File: src/rtl/monolith_chunk_scheduler.sv
// Sequencer between the chunk FIFO and the Monolith permutation core.
// Loads one chunk, pulses start, then streams the result as AXI4-Stream beats.
module monolith_chunk_scheduler #(
  parameter int CHUNK_SIZE     = 16,
  parameter int DATA_WIDTH     = 32,
  parameter int OUT_WORDS      = 8,
  parameter int TIMEOUT_CYCLES = 1024,
  parameter int CNT_WIDTH      = 32
) (
  input  logic                                  S_AXIS_ACLK,
  input  logic                                  S_AXIS_ARESETN,
  input  logic                                  enable,
  input  logic                                  fifo_empty,
  input  logic [CHUNK_SIZE-1:0][DATA_WIDTH-1:0] fifo_out,
  output logic                                  fifo_read_strobe,
  output logic                                  core_start,
  output logic [CHUNK_SIZE-1:0][DATA_WIDTH-1:0] core_state,
  input  logic                                  core_done,
  input  logic [CHUNK_SIZE-1:0][DATA_WIDTH-1:0] core_result,
  output logic                                  M_AXIS_TVALID,
  input  logic                                  M_AXIS_TREADY,
  output logic [DATA_WIDTH-1:0]                 M_AXIS_TDATA,
  output logic                                  M_AXIS_TLAST,
  output logic                                  busy,
  output logic                                  err_timeout,
  output logic [CNT_WIDTH-1:0]                  chunks_done
);
  localparam int BW = (OUT_WORDS > 1) ? $clog2(OUT_WORDS) : 1;
  localparam int WW = $clog2(TIMEOUT_CYCLES);
  localparam logic [BW-1:0] LAST_BEAT = BW'(OUT_WORDS - 1);
  localparam logic [WW-1:0] WD_MAX    = WW'(TIMEOUT_CYCLES - 1);

  typedef enum logic [2:0] {IDLE, SETTLE, LOAD, RUN, EMIT} state_t;

  state_t                                 state_q, state_d;
  logic [CHUNK_SIZE-1:0][DATA_WIDTH-1:0]  core_state_q, core_state_d;
  logic [OUT_WORDS-1:0][DATA_WIDTH-1:0]   result_q, result_d;
  logic [BW-1:0]                          beat_q, beat_d;
  logic [WW-1:0]                          wd_q, wd_d;
  logic [CNT_WIDTH-1:0]                   cnt_q, cnt_d;
  logic tvalid_q, tvalid_d, strobe_q, strobe_d, start_q, start_d;
  logic busy_q, busy_d, err_q, err_d;

  always_comb begin
    state_d      = state_q;
    core_state_d = core_state_q;
    result_d     = result_q;
    beat_d       = beat_q;
    wd_d         = wd_q;
    cnt_d        = cnt_q;
    tvalid_d     = tvalid_q;
    strobe_d     = 1'b0;
    start_d      = 1'b0;
    err_d        = err_q;
    case (state_q)
      IDLE:   if (enable && !fifo_empty) state_d = SETTLE;
      SETTLE: begin
        if (fifo_empty) begin
          state_d = IDLE;
        end else begin
          // Latch on entry to LOAD so the core sees the chunk alongside its start pulse.
          state_d      = LOAD;
          core_state_d = fifo_out;
          strobe_d     = 1'b1;
          start_d      = 1'b1;
        end
      end
      LOAD: begin
        state_d = RUN;
        wd_d    = '0;
      end
      RUN: begin
        if (core_done) begin
          for (int i = 0; i < OUT_WORDS; i++) result_d[i] = core_result[i];
          beat_d   = '0;
          tvalid_d = 1'b1;
          state_d  = EMIT;
        end else if (wd_q == WD_MAX) begin
          err_d   = 1'b1;
          state_d = IDLE;
        end else begin
          wd_d = wd_q + WW'(1);
        end
      end
      EMIT: begin
        if (M_AXIS_TREADY) begin
          if (beat_q == LAST_BEAT) begin
            tvalid_d = 1'b0;
            cnt_d    = cnt_q + CNT_WIDTH'(1);
            state_d  = IDLE;
          end else begin
            beat_d = beat_q + BW'(1);
          end
        end
      end
      default: state_d = IDLE;
    endcase
    busy_d = (state_d != IDLE);
  end

  always_ff @(posedge S_AXIS_ACLK or negedge S_AXIS_ARESETN) begin
    if (!S_AXIS_ARESETN) begin
      state_q      <= IDLE;
      core_state_q <= '0;
      result_q     <= '0;
      beat_q       <= '0;
      wd_q         <= '0;
      cnt_q        <= '0;
      tvalid_q     <= 1'b0;
      strobe_q     <= 1'b0;
      start_q      <= 1'b0;
      busy_q       <= 1'b0;
      err_q        <= 1'b0;
    end else begin
      state_q      <= state_d;
      core_state_q <= core_state_d;
      result_q     <= result_d;
      beat_q       <= beat_d;
      wd_q         <= wd_d;
      cnt_q        <= cnt_d;
      tvalid_q     <= tvalid_d;
      strobe_q     <= strobe_d;
      start_q      <= start_d;
      busy_q       <= busy_d;
      err_q        <= err_d;
    end
  end

  // Only the first OUT_WORDS result words are ever emitted.
  if (OUT_WORDS < CHUNK_SIZE) begin : g_unused
    logic unused_words;
    assign unused_words = ^core_result[CHUNK_SIZE-1:OUT_WORDS];
  end

  assign fifo_read_strobe = strobe_q;
  assign core_start       = start_q;
  assign core_state       = core_state_q;
  assign M_AXIS_TVALID    = tvalid_q;
  assign M_AXIS_TDATA     = result_q[beat_q];
  assign M_AXIS_TLAST     = tvalid_q && (beat_q == LAST_BEAT);
  assign busy             = busy_q;
  assign err_timeout      = err_q;
  assign chunks_done      = cnt_q;
endmodule

File: config.mk
export PLATFORM = sky130hd
export DESIGN_NAME = monolith_chunk_scheduler
export DESIGN_NICKNAME = d
export VERILOG_FILES = /design/src/rtl/monolith_chunk_scheduler.sv
export SDC_FILE = /design/constraint.sdc
export NUM_CORES = 2
export LEC_CHECK = 0
export CAP_MARGIN = 40
export CORE_AREA = 10 10 615 617
export CTS_CLUSTER_SIZE = 14
export DETAILED_ROUTE_END_ITERATION = 10
export DIE_AREA = 0 0 625 627
export PLACE_DENSITY = 0.39
export RECOVER_POWER = 100
export SETUP_SLACK_MARGIN = 0.5
export SLEW_MARGIN = 5
export SYNTH_ARGS = -nofsm -noshare
export SYNTH_HDL_FRONTEND = slang
export SYNTH_SLANG_ARGS = --single-unit
File: constraint.sdc
create_clock -name S_AXIS_ACLK -period 3.6 [get_ports S_AXIS_ACLK]
set_input_delay 0.72 -clock S_AXIS_ACLK [delete_from_list [all_inputs] [get_ports S_AXIS_ACLK]]
set_output_delay 0.72 -clock S_AXIS_ACLK [all_outputs]
set_load 0.1 [all_outputs]
==> metrics <==
layout cell share with drive strength beyond 1=26.2%; DRT antenna net count=0; H-tree levels=3; CORE AREA=365000 um2; failing checks=capacitance limit, slew limit; Tcrit/Tclk final=98.8%; critical path peak fanout=3; Max clock buf depth=4; Yosys Warn Count=0; Overflow after GRT=0; Clock Root Buffer=clkbuf_16; Setup WS post-layout=44.1 ps; Setup WS pre-CTS=442 ps; crit path DAT=2840 ps; sequential cell area=20500 um2; DR DRC count=0; Clock Latency Late Sink=890 ps; vias in the first global route=29500; Area Overhead vs Synth=77.4%; Placed Cells=8757; max_slew headroom=-21.6%; drt pass-1 iters=5; Post-synth top flop=dfrtp_1; TritonCTS buffer count=117; post-DP HPWL=239 mm; CP Capture Type=primary output; cell taking the most area after synthesis=dfrtp_1; Layout Nets=5131; reg2reg setup slack=180 ps; I/O Pins=1612; Critical Path End=M_AXIS_TDATA[25]; status=finished, violations left; Cells after Synth=2508; Crit Path Category=register to primary output; Hold Crit Class=input port to register; min cycle time layout=3560 ps; Reg-to-Reg End=core_state[117]; count leader, synth=dfrtp_1; setup tns final=0 ps; RSZ-0062 raised after global routing=true; measured slew at the worst slew-check pin=1820 ps; top cell type's share of synthesized area=62.7%; CP Data Required Time=2880 ps; Initial Util=8.97%; Vias=27700; Initial DRC Count=1477; Total GRT Usage=13.5%; DIE AREA=392000 um2; Rows=222; Max Slew Vio Count=172; Max Fclk=281 MHz; DRT Wirelength=277 mm; GP Congestion=1.04; largest net degree at the start of global routing=108; I/O Buffers=1355; final hold vios=0; first-pass GRT wire length=344 mm; DR vias/cell=3.03; Mapped Area=32700 um2; Worst Reg-to-Reg Cells=5; CTS sink cnt=820; Routed wire per std cell=30.3 um; Finished Layout Cells=9142; Post-synth top cells=dfrtp_1, nand2_1, mux2_2; number of synthesized flops with an enable pin=0; synthesized area per cell=13.1 um2; y dimension of the die=627 um; asr flop ratio synth=100%; Reg clk slew, reported paths=60 ps; sequential area share after synthesis=62.7%; top post-synthesis cells by area=dfrtp_1, mux2_2, nand2_1; CTS tree=done; Setup Skew=107 ps; max cap viols=52; Die W=625 um; fillcell total=40800; final setup fails=0; area of the multi-input gates=11700 um2; final core utilization=15.9%; worst setup path start=beat_q[0]; CP startpoint kind=register; r2r startpoint=state_q[1]; syn_nets=3542; Yosys reg bits=820; initial antenna violation count=263; synth unique cells=44
-- placed cells by master, fill, tap and decap left out, types with 4 or more instances in the layout --
cell               n
clkbuf_8          27
buf_4             16
inv_6              4
xor2_1             8
clkinvlp_4        13
clkinv_2          17
nor4_1             6
buf_6             10
mux2_4            29
clkdlybuf4s50_1  804
clkinv_4           4
clkbuf_2         102
clkbuf_16        117
nand4_1           22
nor3_1             6
dlymetal6s2s_1    26
buf_8             10
mux2_2           515
and3_1             5
and4_1             6
buf_1              4
buf_16            99
dfrtp_1          817
a21oi_1            5
diode_2          132
xnor2_1           24
nand2_1          787
buf_12            48
clkbuf_1         403
nor2_1            15
clkbuf_4           4
dlymetal6s4s_1     7
nand3_1           15
bufinv_16          8
mux4_2            64
dlygate4sd3_1     95
-- worst max-delay path, stage by stage (launching register included) --
cell     delay, ps
dfrtp_4        500
buf_12         160
buf_12         130
mux4_2         640
mux2_4         390
buf_12         170
-- cells by family after synthesis --
kind of cell	count (synthesis)	synth area share, %
simple gates	883	10.8
flops	820	62.7
mux	613	23.3
buf+inv	139	1.85
xor+xnor	32	0.856
compound gates	17	0.352
fa+ha+maj	4	0.153
-- flip-flops by register name, summed over array words and instances, names as in the netlist --
| register | count |
|---|---|
| err_timeout | 1 |
| state_q | 3 |
| wd_q | 10 |
| result_q | 256 |
| beat_q | 3 |
| chunks_done | 32 |
| busy | 1 |
| M_AXIS_TVALID | 1 |
| core_state | 512 |
| core_start | 1 |
-- worst min path at each step --
stage | from | end | cells after the start
after detailed placement | result_q[74] | result_q[74] | 2
after global routing | core_result[81] | result_q[81] | 3
final | core_result[111] | result_q[111] | 3
after global placement | result_q[207] | result_q[207] | 2
after CTS | core_result[81] | result_q[81] | 3
after floorplan | S_AXIS_ARESETN | M_AXIS_TVALID | 0
-- final cells by class --
cell class | count | area share, %
well taps | 4816 | 10.4
flip-flops and latches | 820 | 35.4
clock inverters | 49 | 1.00
diodes | 132 | 0.569
inverters | 3 | 0.0194
repair buffers | 1606 | 26.6
clock buffers | 167 | 5.83
multi-input cells | 1549 | 20.2
-- what timing repair did --
action / CTS / global route
buffers inserted: 28 / 3
gates cloned: 5 / 0
hold buffers: 1 / 0
endpoints found under the hold margin: 28 / 0
setup endpoints to repair: 33 / 33
resized for setup: 91 / 13
-- layer usage --
layer	routed length [um]	GRT usage (%)	part of all wire, %	up-vias
li1	-	-	-	11900
met1	88800	13.0	32	13900
met2	143000	24.3	52	1357
met3	28500	5.84	10	533
met4	16500	7.30	6.0	78
met5	494	0	0.18	-
-- stage by stage --
| step | hold WS, ps | instance area (um2) |
|---|---|---|
| after floorplan | 424 | 32700 |
| after global placement | 455 | 51900 |
| after detailed placement | 457 | 54900 |
| after CTS | 291 | 59700 |
| after global routing | 341 | 58000 |
| final | 392 | 58100 |
Power is not shown: default switching activity piles up to over one toggle a cycle in this logic, so the estimate is an artifact.
